### src/rtl/add_matrix_seq.sv
// Sequential element-wise matrix add/subtract with ready/valid handshakes.
// Operands are registered on acceptance, then ROWS_PER_CYCLE rows are computed per
// cycle into the result register c. overflow is the sticky OR of per-element signed
// overflow for the current matrix.
// Optional build macro: ADD_MATRIX_SEQ_SAT_EN -- overflowing elements saturate instead
// of wrapping; the overflow flag behaves the same in both builds.
module add_matrix_seq #(
  parameter int unsigned BITS           = 16,
  parameter int unsigned N              = 3,
  parameter int unsigned M              = 2,
  parameter int unsigned ROWS_PER_CYCLE = 1
) (
  input  logic            clk,
  input  logic            rst,
  input  logic            in_valid,
  output logic            in_ready,
  input  logic            mode,
  input  logic [BITS-1:0] a [N][M],
  input  logic [BITS-1:0] b [N][M],
  output logic            out_valid,
  input  logic            out_ready,
  output logic [BITS-1:0] c [N][M],
  output logic            overflow
);

  localparam int unsigned RW = (N > 1) ? $clog2(N) : 1;
  localparam logic [RW-1:0] LastRow = RW'(N - ROWS_PER_CYCLE);

  if ((N % ROWS_PER_CYCLE) != 0) begin : g_bad_rows
    $error("add_matrix_seq: N must be a multiple of ROWS_PER_CYCLE");
  end

`ifdef ADD_MATRIX_SEQ_SAT_EN
  localparam logic [BITS-1:0] MaxPos = {1'b0, {(BITS-1){1'b1}}};
  localparam logic [BITS-1:0] MinNeg = {1'b1, {(BITS-1){1'b0}}};
`endif

  typedef enum logic [1:0] {StIdle, StRun, StDone} state_e;

  state_e          state_q, state_d;
  logic [BITS-1:0] a_q [N][M];
  logic [BITS-1:0] a_d [N][M];
  logic [BITS-1:0] b_q [N][M];
  logic [BITS-1:0] b_d [N][M];
  logic [BITS-1:0] c_q [N][M];
  logic [BITS-1:0] c_d [N][M];
  logic            mode_q, mode_d;
  logic            ovf_q, ovf_d;
  logic [RW-1:0]   r_q, r_d;

  // Per-element scratch values used inside the row loop.
  logic [RW-1:0]   row_idx;
  logic [BITS-1:0] ea, eb, es;
  logic            eovf;

  // Next-state, datapath and handshake outputs.
  always_comb begin
    state_d   = state_q;
    a_d       = a_q;
    b_d       = b_q;
    c_d       = c_q;
    mode_d    = mode_q;
    ovf_d     = ovf_q;
    r_d       = r_q;
    in_ready  = 1'b0;
    out_valid = 1'b0;
    row_idx   = '0;
    ea        = '0;
    eb        = '0;
    es        = '0;
    eovf      = 1'b0;
    unique case (state_q)
      StIdle: begin
        in_ready = 1'b1;
        if (in_valid) begin
          a_d     = a;
          b_d     = b;
          mode_d  = mode;
          ovf_d   = 1'b0;
          r_d     = '0;
          state_d = StRun;
        end
      end
      StRun: begin
        for (int g = 0; g < int'(ROWS_PER_CYCLE); g++) begin
          for (int j = 0; j < int'(M); j++) begin
            row_idx = r_q + RW'(g);
            ea      = a_q[row_idx][j];
            eb      = b_q[row_idx][j];
            es      = mode_q ? (ea - eb) : (ea + eb);
            // Add overflows on equal operand signs, subtract on differing signs;
            // either way the result sign then disagrees with a.
            eovf    = ((ea[BITS-1] == eb[BITS-1]) ^ mode_q) && (es[BITS-1] != ea[BITS-1]);
`ifdef ADD_MATRIX_SEQ_SAT_EN
            // The overflow direction follows the sign of a in both modes.
            if (eovf) es = ea[BITS-1] ? MinNeg : MaxPos;
`endif
            c_d[row_idx][j] = es;
            ovf_d           = ovf_d | eovf;
          end
        end
        if (r_q == LastRow) begin
          r_d     = '0;
          state_d = StDone;
        end else begin
          r_d = r_q + RW'(ROWS_PER_CYCLE);
        end
      end
      StDone: begin
        out_valid = 1'b1;
        if (out_ready) state_d = StIdle;
      end
      default: state_d = StIdle;
    endcase
  end

  // State and datapath registers with synchronous reset.
  always_ff @(posedge clk) begin
    if (rst) begin
      state_q <= StIdle;
      mode_q  <= 1'b0;
      ovf_q   <= 1'b0;
      r_q     <= '0;
      for (int i = 0; i < int'(N); i++) begin
        for (int j = 0; j < int'(M); j++) begin
          a_q[i][j] <= '0;
          b_q[i][j] <= '0;
          c_q[i][j] <= '0;
        end
      end
    end else begin
      state_q <= state_d;
      mode_q  <= mode_d;
      ovf_q   <= ovf_d;
      r_q     <= r_d;
      a_q     <= a_d;
      b_q     <= b_d;
      c_q     <= c_d;
    end
  end

  assign c        = c_q;
  assign overflow = ovf_q;

endmodule

### config.mk
export PLATFORM = sky130hd
export DESIGN_NAME = add_matrix_seq
export DESIGN_NICKNAME = d
export VERILOG_FILES = /design/src/rtl/add_matrix_seq.sv
export SDC_FILE = /design/constraint.sdc
export NUM_CORES = 1
export LEC_CHECK = 0
export CORE_UTILIZATION = 55
export DETAILED_ROUTE_END_ITERATION = 8
export DONT_BUFFER_PORTS = 1
export PLACE_DENSITY = 0.7
export REMOVE_ABC_BUFFERS = 1
export SETUP_SLACK_MARGIN = 0.5
export SYNTH_ARGS = -nofsm -noshare
export SYNTH_HDL_FRONTEND = slang
export SYNTH_SLANG_ARGS = --single-unit
### constraint.sdc
create_clock -name clk -period 5.58 [get_ports clk]
set_clock_uncertainty 0.1 [all_clocks]
set_input_delay 0.837 -clock clk [delete_from_list [all_inputs] [get_ports clk]]
set_output_delay 0.837 -clock clk [all_outputs]
set_load 0.02 [all_outputs]
**After elaboration in Yosys (flattened, before gate mapping)**

Cells that the tools add are included.

- Flip-flop bits (word level): 294
- Input bits: 197
- Output and inout bits: 99
- Logic and storage cells: 77

- Add/sub/neg operators: 5
- Magnitude comparators: 2
- Equality and inequality tests: 10
- Multiplexer cells: 25
- Bitwise gates (word level): 5
- Reduce and logical (&&, ||, !) cells: 8

Operator list:

| kind | count |
|---|---|
| $bwmux W96 | 2 |
| $mux W32 | 5 |
| $bmux W32 S2 | 2 |
| $demux W32 S2 | 2 |
| $mux W16 | 3 |
| $add A16 B16 Y16 | 2 |
| $sub A16 B16 Y16 | 2 |
| $mux W2 | 5 |
| $ne A2 B2 Y1 const B | 3 |
| $pmux W2 S3 | 1 |
| $eq A2 B2 Y1 const B | 2 |
| $pmux W2 S2 | 1 |
| $reduce_and A2 Y1 | 2 |
| $ge A3 B3 Y1 const B | 1 |
| $logic_and A1 B1 Y1 | 3 |
| $lt A3 B1 Y1 const B | 1 |
| $mux W1 | 3 |
| $not A2 Y3 | 1 |
| $reduce_and A3 Y1 | 1 |
| $add A2 B1 Y2 const B | 1 |
| $eq A1 B1 Y1 | 2 |
| $eq A2 B1 Y1 const B | 1 |
| $logic_not A2 Y1 | 1 |
| $ne A1 B1 Y1 | 2 |
| other kinds (4) | 6 |

**Depth between registers and ports, before layout**

Gate-level depths: netlist of run 1.

- Depth after elaboration: 11
- Depth in mapped cells: 19
- Gate-level depth less buffers: 16

**Worst setup path after synthesis of run 1**

OpenSTA, ideal clock, no wires.

- Path kind: flip-flop to flip-flop
- From: register r_q[0]
- To: register c_q (netlist bit c[30])
- Library setup time: 59 ps
- Arrival time: 3773 ps
- Data required time: 5421 ps
- Slack: 1648 ps
- Stages on the path, launching flop included: 18
- Path buffers: 6
- Period minus slack after synthesis: 3932 ps
- Path through: dfxtp_1 > buf_6 > buf_6 > buf_6 > buf_2 > buf_2 > buf_2 > mux2i_1 > o21ai_0 > fa_1 > a21oi_1 > o211ai_1 > a31oi_1 > a21oi_1 > or4b_1 > a31oi_1 > nand2_1 > nand2_1

- Longest elaborated chain between the ends: 8
- Elaborated cells between the ends (all ways): 21
- Classes of those cells: add/sub (4); order compare (2); mux (13); bitwise (1); reduce/logical (1)

Ends and longest elaborated chain:

| element | line | text |
|---|---|---|
| from (decl) | 49 | `logic [RW-1:0] r_q, r_d;` |
| from (signal assigned) | 135 | `r_q <= r_d;` |
| $not A2 Y3 (not written as such) * | 88, 89, 98 |  |
| $bmux W32 S2 (on tied branches) | 88, 89 |  |
| $mux W32 (on tied branches) (2 in a row) | 88, 89 |  |
| $add A16 B16 Y16 or $sub A16 B16 Y16 (tied branches) | 90 | `es = mode_q ? (ea - eb) : (ea + eb);` |
| $mux W16 | 90 |  |
| $bwmux W96 | 98 | `c_d[row_idx][j] = es;` |
| $bwmux W96 * | 98 |  |
| to (signal, indexed assignment) | 128 | `c_q[i][j] <= '0;` |
| to (signal assigned) | 138 | `c_q <= c_d;` |
| to (decl) | 45 | `logic [BITS-1:0] c_q [N][M];` |

Every way passes the cells marked *; elsewhere a longest branch is shown, timed or not. The select of a mux whose other input is x is not followed.
A chain may end at the register's enable or synchronous reset.

**Worst setup path in the final report of run 1**

- From: register r_q[1]
- To: register c_q (netlist bit c[95])

The elaborated chain is that of the path after synthesis.

==> results by group, run 1 <==
Min path
  – Worst Hold Depth: 1
  – Hold endpoint: b_q[81]
  – Worst hold path class: input port to flip-flop
  – Hold Path Origin: rst

Global route
  – Number of antenna violations at the first check in global routing: 0
  – Largest net degree at the start of global routing: 301
  – Vias in the first global route: 10732
  – Global-route wire length before repair: 56600 microns
  – Gr ovfl total: 0
  – Overall track demand over capacity in global routing: 27.5%

Detailed routing
  – Via total after detailed routing: 11533
  – Per-cell via count in the routed design: 5.69
  – Detail-routed net length per standard cell: 17.8 microns
  – Routed wire length: 36100 microns
  – Drt pass-1 iters: 5
  – Count of routing violations after the opening detailed-route iteration: 981
  – Number of DRC violations after detailed routing: 0
  – ANT nets after route: 0

Placed design
  – Number of buffers added on ports: 0
  – Final GP Congestion: 0.886
  – HPWL after detailed placement: 24500 microns
  – Area post-placement: 13600 sq um

CTS
  – CTS HTree Levels: 1
  – Number of buffers on the longest clock path: 3
  – Clock latency reported for the late side of the worst-skew pair: 0.55 ns
  – Root buffer cell: clkbuf_16
  – TritonCTS buffer count: 30
  – Total number of clock tree sinks: 294
  – Post-CTS clock slew at the launch and capture registers of the worst setup and hold paths: 0.06 ns
  – Number of buffers added to fix hold violations after cts: 0
  – TritonCTS clock tree: done

Floorplanning
  – Effective utilization at floorplan: 56.1%
  – Count of standard-cell rows: 57
  – Height of the die: 159 microns
  – Die Outline Area: 25400 sq um
  – Core area: 24200 sq um
  – Die Width: 159 microns
  – Number of placed I/O pins: 296

Synth
  – Combinational family with the most area after synthesis: simple AND/OR/NAND/NOR gates
  – Post-Syn Area: 13600 sq um
  – Share of the yosys chip area belonging to registers: 43.3%
  – Average size of a mapped cell: 7.73 sq um
  – Number of synthesized flops with an enable pin: 0
  – Commonest register cell after synthesis: dfxtp_1
  – Synth top area share: 43.3%
  – Post-synthesis register bit count: 294
  – Top post-synthesis cells by area: dfxtp_1 43%, nand2_1 15%, a21oi_1 11%, mux2i_1 4.9%, ha_1 2.9%
  – Synthesized-area fraction occupied by ao, oa, aoi and oai cells: 18.4%
  – Mux contribution to synthesized area: 4.94%
  – Synthesized-area fraction occupied by xor and xnor cells: 3.26%
  – Synth unique cells: 62
  – Gate count of the mapped netlist: 1758
  – Area share of and/or/nand/nor cells after synthesis: 22.6%
  – Adder-cell share of the synthesized area: 3.24%
  – Library cell with the largest summed area after synthesis: dfxtp_1
  – Synthesis warning total: 0
  – Async set-or-reset flop fraction in the synthesized netlist: 0%

Finish
  – Layout area overhead: 7.69%
  – Proportion of layout cells with a drive suffix above 1: 4.70%
  – Util after Layout: 60.4%
  – Post-Layout Inst Area: 14600 sq um
  – Number of diodes: 0
  – Final Net Count: 1916

Critical path
  – Source of the worst register-to-register timing path: r_q[1]
  – Crit-path cells: buf_4, o2bb2ai_1, nor4_4, nor2b_1, a31oi_1, xnor2_1, ha_1, a21oi_1, o21bai_1, a21oi_1, a211oi_1, nor2_1, xnor3_1, nor2_1, nor3_1
  – Critical path endpoint category: flip-flop
  – Arrival time of data at the critical path endpoint: 4.90 ns
  – Sort of element at the start of the critical path: flip-flop
  – Maximum fanout encountered on the critical timing path: 68
  – Delay-heaviest family, CP: compound AO/OA/AOI/OAI gates
  – Count of cell instances traversed by the critical path: 15
  – R2R depth: 15
  – Setup CP Type: flip-flop to flip-flop
  – Data required time of the critical path: 5.88 ns
  – Crit. Startpoint: r_q[1]
  – Endpoint of the lowest-slack register-to-register path: c[95]
  – Worst R2R Setup Slack: 0.97 ns
  – Library cell contributing the largest single delay on the critical path: buf_4
  – Slowest cell delay on critical path: 0.63 ns
  – Crit path buf inv count: 1

Status
  – Run status: complete, no violations

Timing
  – Final Hold Viols: 0
  – Final setup violating endpoints: 0
  – Maximum clock rate: 217 MHz
  – Actual transition at the worst max-transition pin: 1.03 ns
  – Period minus WS final: 4.61 ns
  – Total count of max-transition violations in the final report: 0
  – Unrepaired setup endpoints after global routing: no
  – Fraction of the cycle the final worst path needs: 82.6%
  – Total negative slack: 0 ns
  – Worst slew margin: 30.8%

Power
  – Pwr dens: 377 nW/um^2
  – Maximum vdd ir drop: 0.245 mV
  – Static Leak: 5.26 nW

Flow run
  – Max Cap Violations: 0
synth_stat cells (all sizes together), types with 4 or more instances:
| cell | number |
|---|---|
| nand3 | 9 |
| dfxtp | 294 |
| inv | 17 |
| o31ai | 4 |
| mux2i | 66 |
| o21a | 7 |
| nand3b | 10 |
| o21ai | 41 |
| nor4 | 4 |
| a21o | 4 |
| o2bb2ai | 23 |
| buf | 21 |
| xor2 | 5 |
| nor2 | 88 |
| xnor2 | 43 |
| nor2b | 10 |
| nor3 | 19 |
| or3 | 9 |
| a211oi | 24 |
| or4b | 5 |
| ha | 32 |
| o22ai | 9 |
| a31oi | 16 |
| clkbuf | 102 |
| a21oi | 296 |
| nand2b | 10 |
| nand2 | 550 |
metal layers:
metal / routed length [microns] / GRT usage [%] / up-vias
li1: - / - / 5772
met1: 14500 / 33.6 / 5324
met2: 17700 / 47.8 / 354
met3: 2690 / 5.97 / 83
met4: 1200 / 9.35 / 0
met5: 0 / 0 / -
cells in the final DEF (no fill, tap or decap), drive strengths merged, types with 24 or more instances in the layout:
| cell | instances |
|---|---|
| dfxtp | 294 |
| nand2 | 550 |
| a21oi | 296 |
| clkbuf | 45 |
| mux2i | 66 |
| ha | 32 |
| a211oi | 24 |
| o21ai | 41 |
| xnor2 | 43 |
| nor2 | 88 |
sequential cells by signal, summed over array words and instances (netlist names):
signal and cells:
overflow 1, r_q 2, mode_q 1, a_q 96, b_q 96, state_q 2
c 96
repair_timing:
action                     in CTS  in global routing
setup buffers                   0                  1
setup endpoints to repair       0                  8
gates resized for setup         0                  1
cell families (layout without fill, tap and decap cells):
kind of cell             Yosys count  in the layout
XOR/XNOR                          49             49
buffers and inverters            140             85
multiplexers                      67             67
flip-flops                       294            294
AO/OA/AOI/OAI                    443            443
AND/OR/NAND/NOR                  731            731
adder cells (fa/ha/maj)           34             34
worst max path at each step:
stage | to | slack, ns
floorplan | a_q[0] | -5.24
global route | c[95] | 0.52
global placement | c[95] | 0.96
detailed placement | c[13] | 0.82
finish | c[95] | 0.97
CTS | c[13] | 0.80
through the flow:
| stage | hold slack (ns) | total power (W) | setup slack [ns] | std cells |
|---|---|---|---|---|
| global placement | 0.338 | 0.00354 | 0.961 | 1976 |
| global route | 0.260 | 0.00577 | 0.516 | 2027 |
| floorplan | 0.330 | 0.00330 | -5.24 | 1635 |
| CTS | 0.254 | 0.00553 | 0.800 | 2026 |
| detailed placement | 0.341 | 0.00357 | 0.816 | 1976 |
| finish | 0.283 | 0.00552 | 0.972 | 2027 |
cell type report:
cell class / count / area, sq um
clock buffer: 45 / 910
clock inverter: 5 / 56.3
fill: 2239 / 9600
inverter: 17 / 63.8
multi-input combinational: 1324 / 7160
sequential: 294 / 5890
tap: 324 / 405
timing repair buffer: 18 / 155
power breakdown:
part	switching [W]	internal, W	leakage [nW]	total, W
clock network	0.000821	0.00116	0.472	0.00198
registers	0.000156	0.00223	2.40	0.00239
logic	0.000714	0.000435	2.38	0.00115
No activity file was read; power rests on OpenSTA's default activity.
==> inputs of run 2 (changes only) <==
Clock period 5.58 ns to 4.65 ns, I/O delays scaled along.
==> run 2 against run 1 <==
Global-route usage up 0.79 points. Critical path type unchanged. Die area unchanged. Utilization grew 2.6 points. Flip-flop and latch count did not move. Routed wire length rose by 3.6%. Largest cell class unchanged. Via count up 2.5%.
==> results by group, run 2 (synthesis gave the netlist of run 1 again) <==
Critical path
  – Library cell contributing the largest single delay on the critical path: or4b_1
  – Worst R2R Setup Slack: 0.63 ns (-0.34 ns)
  – Arrival time of data at the critical path endpoint: 4.42 ns (-0.48 ns)
  – R2R depth: 17 (+2)
  – Delay-heaviest family, CP: simple AND/OR/NAND/NOR gates
  – Cell with the most instances on the worst path: nand2_1
  – Critical path endpoint category: flip-flop
  – Slowest cell delay on critical path: 0.54 ns (-0.09 ns)
  – Maximum fanout encountered on the critical timing path: 13 (-81%)
  – Source of the worst register-to-register timing path: r_q[0]
  – Endpoint of the lowest-slack register-to-register path: c[30]
  – Crit-path cells: buf_12, mux2i_2, o2bb2ai_2, nor4_4, buf_4, and2_1, and3_4, nor2_1, xnor2_1, ha_2, or3_1, o21ai_0, a21oi_1, or4b_1, a31oi_2, nand2_1, nand2_1
  – Sort of element at the start of the critical path: flip-flop
  – Setup CP Type: flip-flop to flip-flop
  – Count of cell instances traversed by the critical path: 17 (+2)
  – Data required time of the critical path: 5.05 ns (-0.83 ns)
  – Crit path buf inv count: 2 (+1)

Power
  – Combinational fraction of design power: 22.7% (+1.9 points)
  – Maximum vdd ir drop: 0.247 mV (+0.73%)
  – Sequential share of power: 42.3% (-1.0 points)
  – Internal portion of total power: 0.00467 W (+22%)
  – Total net switching power: 0.00210 W (+24%)
  – Pwr dens: 444 nW/um^2 (+18%)
  – Static Leak: 5.55 nW (+5.6%)
  – Total design power: 0.00678 W (+23%)
  – Share of total power in the clock network: 35.1% (-0.8 points)
  – Switching portion of total power: 31.0% (+0.40 points)

Floorplanning
  – Core area: 24200 sq um (unchanged)
  – Die Outline Area: 25400 sq um (unchanged)
  – Count of standard-cell rows: 57 (unchanged)
  – Number of placed I/O pins: 296 (unchanged)
  – Die Width: 159 microns (unchanged)
  – Height of the die: 159 microns (unchanged)
  – Effective utilization at floorplan: 56.1% (unchanged)

Placed design
  – Area post-placement: 13700 sq um (+0.48%)
  – HPWL after detailed placement: 25100 microns (+2.4%)
  – Number of buffers added on ports: 0 (unchanged)
  – Final GP Congestion: 0.925 (+4.3%)
  – Worst setup slack after placement: 0.318 ns (-0.498 ns)

Detailed routing
  – Detail-routed net length per standard cell: 18.1 microns (+1.6%)
  – Via total after detailed routing: 11823 (+2.5%)
  – Number of DRC violations after detailed routing: 0 (unchanged)
  – Routed wire length: 37400 microns (+3.6%)
  – Per-cell via count in the routed design: 5.72 (+0.48%)
  – Drt pass-1 iters: 6 (+1)
  – Count of routing violations after the opening detailed-route iteration: 946 (-3.6%)
  – ANT nets after route: 0 (unchanged)

Finish
  – Post-Layout Inst Area: 15300 sq um (+4.3%)
  – Proportion of layout cells with a drive suffix above 1: 9.12% (+4.4 points)
  – Layout fillers: 2194 (-2.0%)
  – Leading cell type in the layout, fill and taps excluded: nand2_1
  – Final Net Count: 1955 (+2.0%)
  – Top library cells by usage in the layout, fill and taps aside: 549 x nand2_1, 294 x a21oi_1, 292 x dfxtp_1, 85 x nor2_1, 62 x mux2i_1
  – Number of diodes: 0 (unchanged)
  – Area used by multi-input combinational logic: 7380 sq um (+3.1%)
  – Layout area overhead: 12.4%
  – Combined flip-flop and latch cell area: 5890 sq um (unchanged)

Timing
  – Worst slew margin: 30.0% (-0.75 points)
  – Total count of max-transition violations in the final report: 0 (unchanged)
  – Period minus WS final: 4.02 ns (-0.591 ns)
  – Actual transition at the worst max-transition pin: 1.05 ns (+0.0158 ns)
  – Unrepaired setup endpoints after global routing: yes
  – Final Hold Viols: 0 (unchanged)
  – Maximum clock rate: 249 MHz (+15%)
  – Worst-case setup margin in the final layout: 0.633 ns (-0.339 ns)
  – Total negative slack: 0 ns (unchanged)
  – Fraction of the cycle the final worst path needs: 86.4% (+3.8 points)
  – Final setup violating endpoints: 0 (unchanged)

Global route
  – Largest net degree at the start of global routing: 301 (unchanged)
  – Vias in the first global route: 10985 (+2.4%)
  – Number of antenna violations at the first check in global routing: 0 (unchanged)
  – Gr ovfl total: 0 (unchanged)
  – Overall track demand over capacity in global routing: 28.3% (+0.79 points)
  – Global-route wire length before repair: 58100 microns (+2.7%)

Min path
  – Hold endpoint: a_q[80]
  – Worst hold path class: input port to flip-flop
  – Hold Path Origin: rst
  – Worst Hold Depth: 1 (unchanged)

CTS
  – Total number of clock tree sinks: 294 (unchanged)
  – TritonCTS buffer count: 31 (+3.3%)
  – CTS HTree Levels: 1 (unchanged)
  – Post-CTS clock slew at the launch and capture registers of the worst setup and hold paths: 0.07 ns (about the same)
  – Number of buffers on the longest clock path: 3 (unchanged)
  – Number of buffers added to fix hold violations after cts: 0 (unchanged)
  – Clock latency reported for the late side of the worst-skew pair: 0.56 ns (about the same)
  – Root buffer cell: clkbuf_16
  – TritonCTS clock tree: done

Flow run
  – Max Cap Violations: 0 (unchanged)

Status
  – Run status: complete, no violations
==> run 2: worst max-delay path by stage <==
stage | start | end
3_3_place_gp | r_q[0] | overflow
3_5_place_dp | r_q[0] | c[95]
4_1_cts | r_q[0] | overflow
2_1_floorplan | in_valid | a_q[0]
5_1_grt | r_q[0] | c[13]
6_report | r_q[0] | c[30]
==> run 2: cell type report <==
class	instances	area share [%]
multi-input combinational	1324	48.3
sequential	294	38.6
clock buffer	46	6.10
timing repair buffer	56	3.56
tap	324	2.65
inverter	17	0.418
clock inverter	7	0.369
==> run 2: per-stage QoR <==
stage | hold WS (ns) | cells | util, %
4_1_cts | 0.109 | 2045 | 61.3
3_3_place_gp | 0.339 | 1983 | 56.5
3_5_place_dp | 0.342 | 1983 | 56.5
2_1_floorplan | 0.330 | 1635 | -
6_report | 0.141 | 2068 | 63.0
5_1_grt | 0.120 | 2068 | 63.0
==> run 2: per-layer routing <==
layer	vias to the layer above	share of wire, %	global-route usage (%)
met5	-	0	0
met3	76	7.2	6.07
met1	5495	40	34.5
met2	381	50	49.5
met4	0	2.9	9.13
li1	5871	-	-
==> run 2: power groups by stage <==
| stage | Sequential, W | Combinational [W] | Clock, W |
|---|---|---|---|
| 2_1_floorplan | 0.00290 | 0.00106 | 0 |
| 3_3_place_gp | 0.00291 | 0.00134 | 0 |
| 3_5_place_dp | 0.00292 | 0.00138 | 0 |
| 4_1_cts | 0.00286 | 0.00141 | 0.00242 |
| 5_1_grt | 0.00288 | 0.00168 | 0.00252 |
| 6_report | 0.00287 | 0.00154 | 0.00238 |
==> run 2: worst register-to-register path: cells and delay by family, from the launching register on <==
family,cells,cell delay (ns)
AND/OR/NAND/NOR,8,1.67
AO/OA/AOI/OAI,4,0.54
adder cells (fa/ha/maj),1,0.35
flip-flops,1,0.45
buffers and inverters,2,0.35
multiplexers,1,0.25
XOR/XNOR,1,0.24
==> run 2: what timing repair did <==
action                                 4_1_cts  5_1_grt
resized for setup                           12       45
setup endpoints to repair                   10       22
setup buffers                                8       22
cloned                                       1        1
endpoints found under the hold margin        0        0
pin swaps                                    1       21
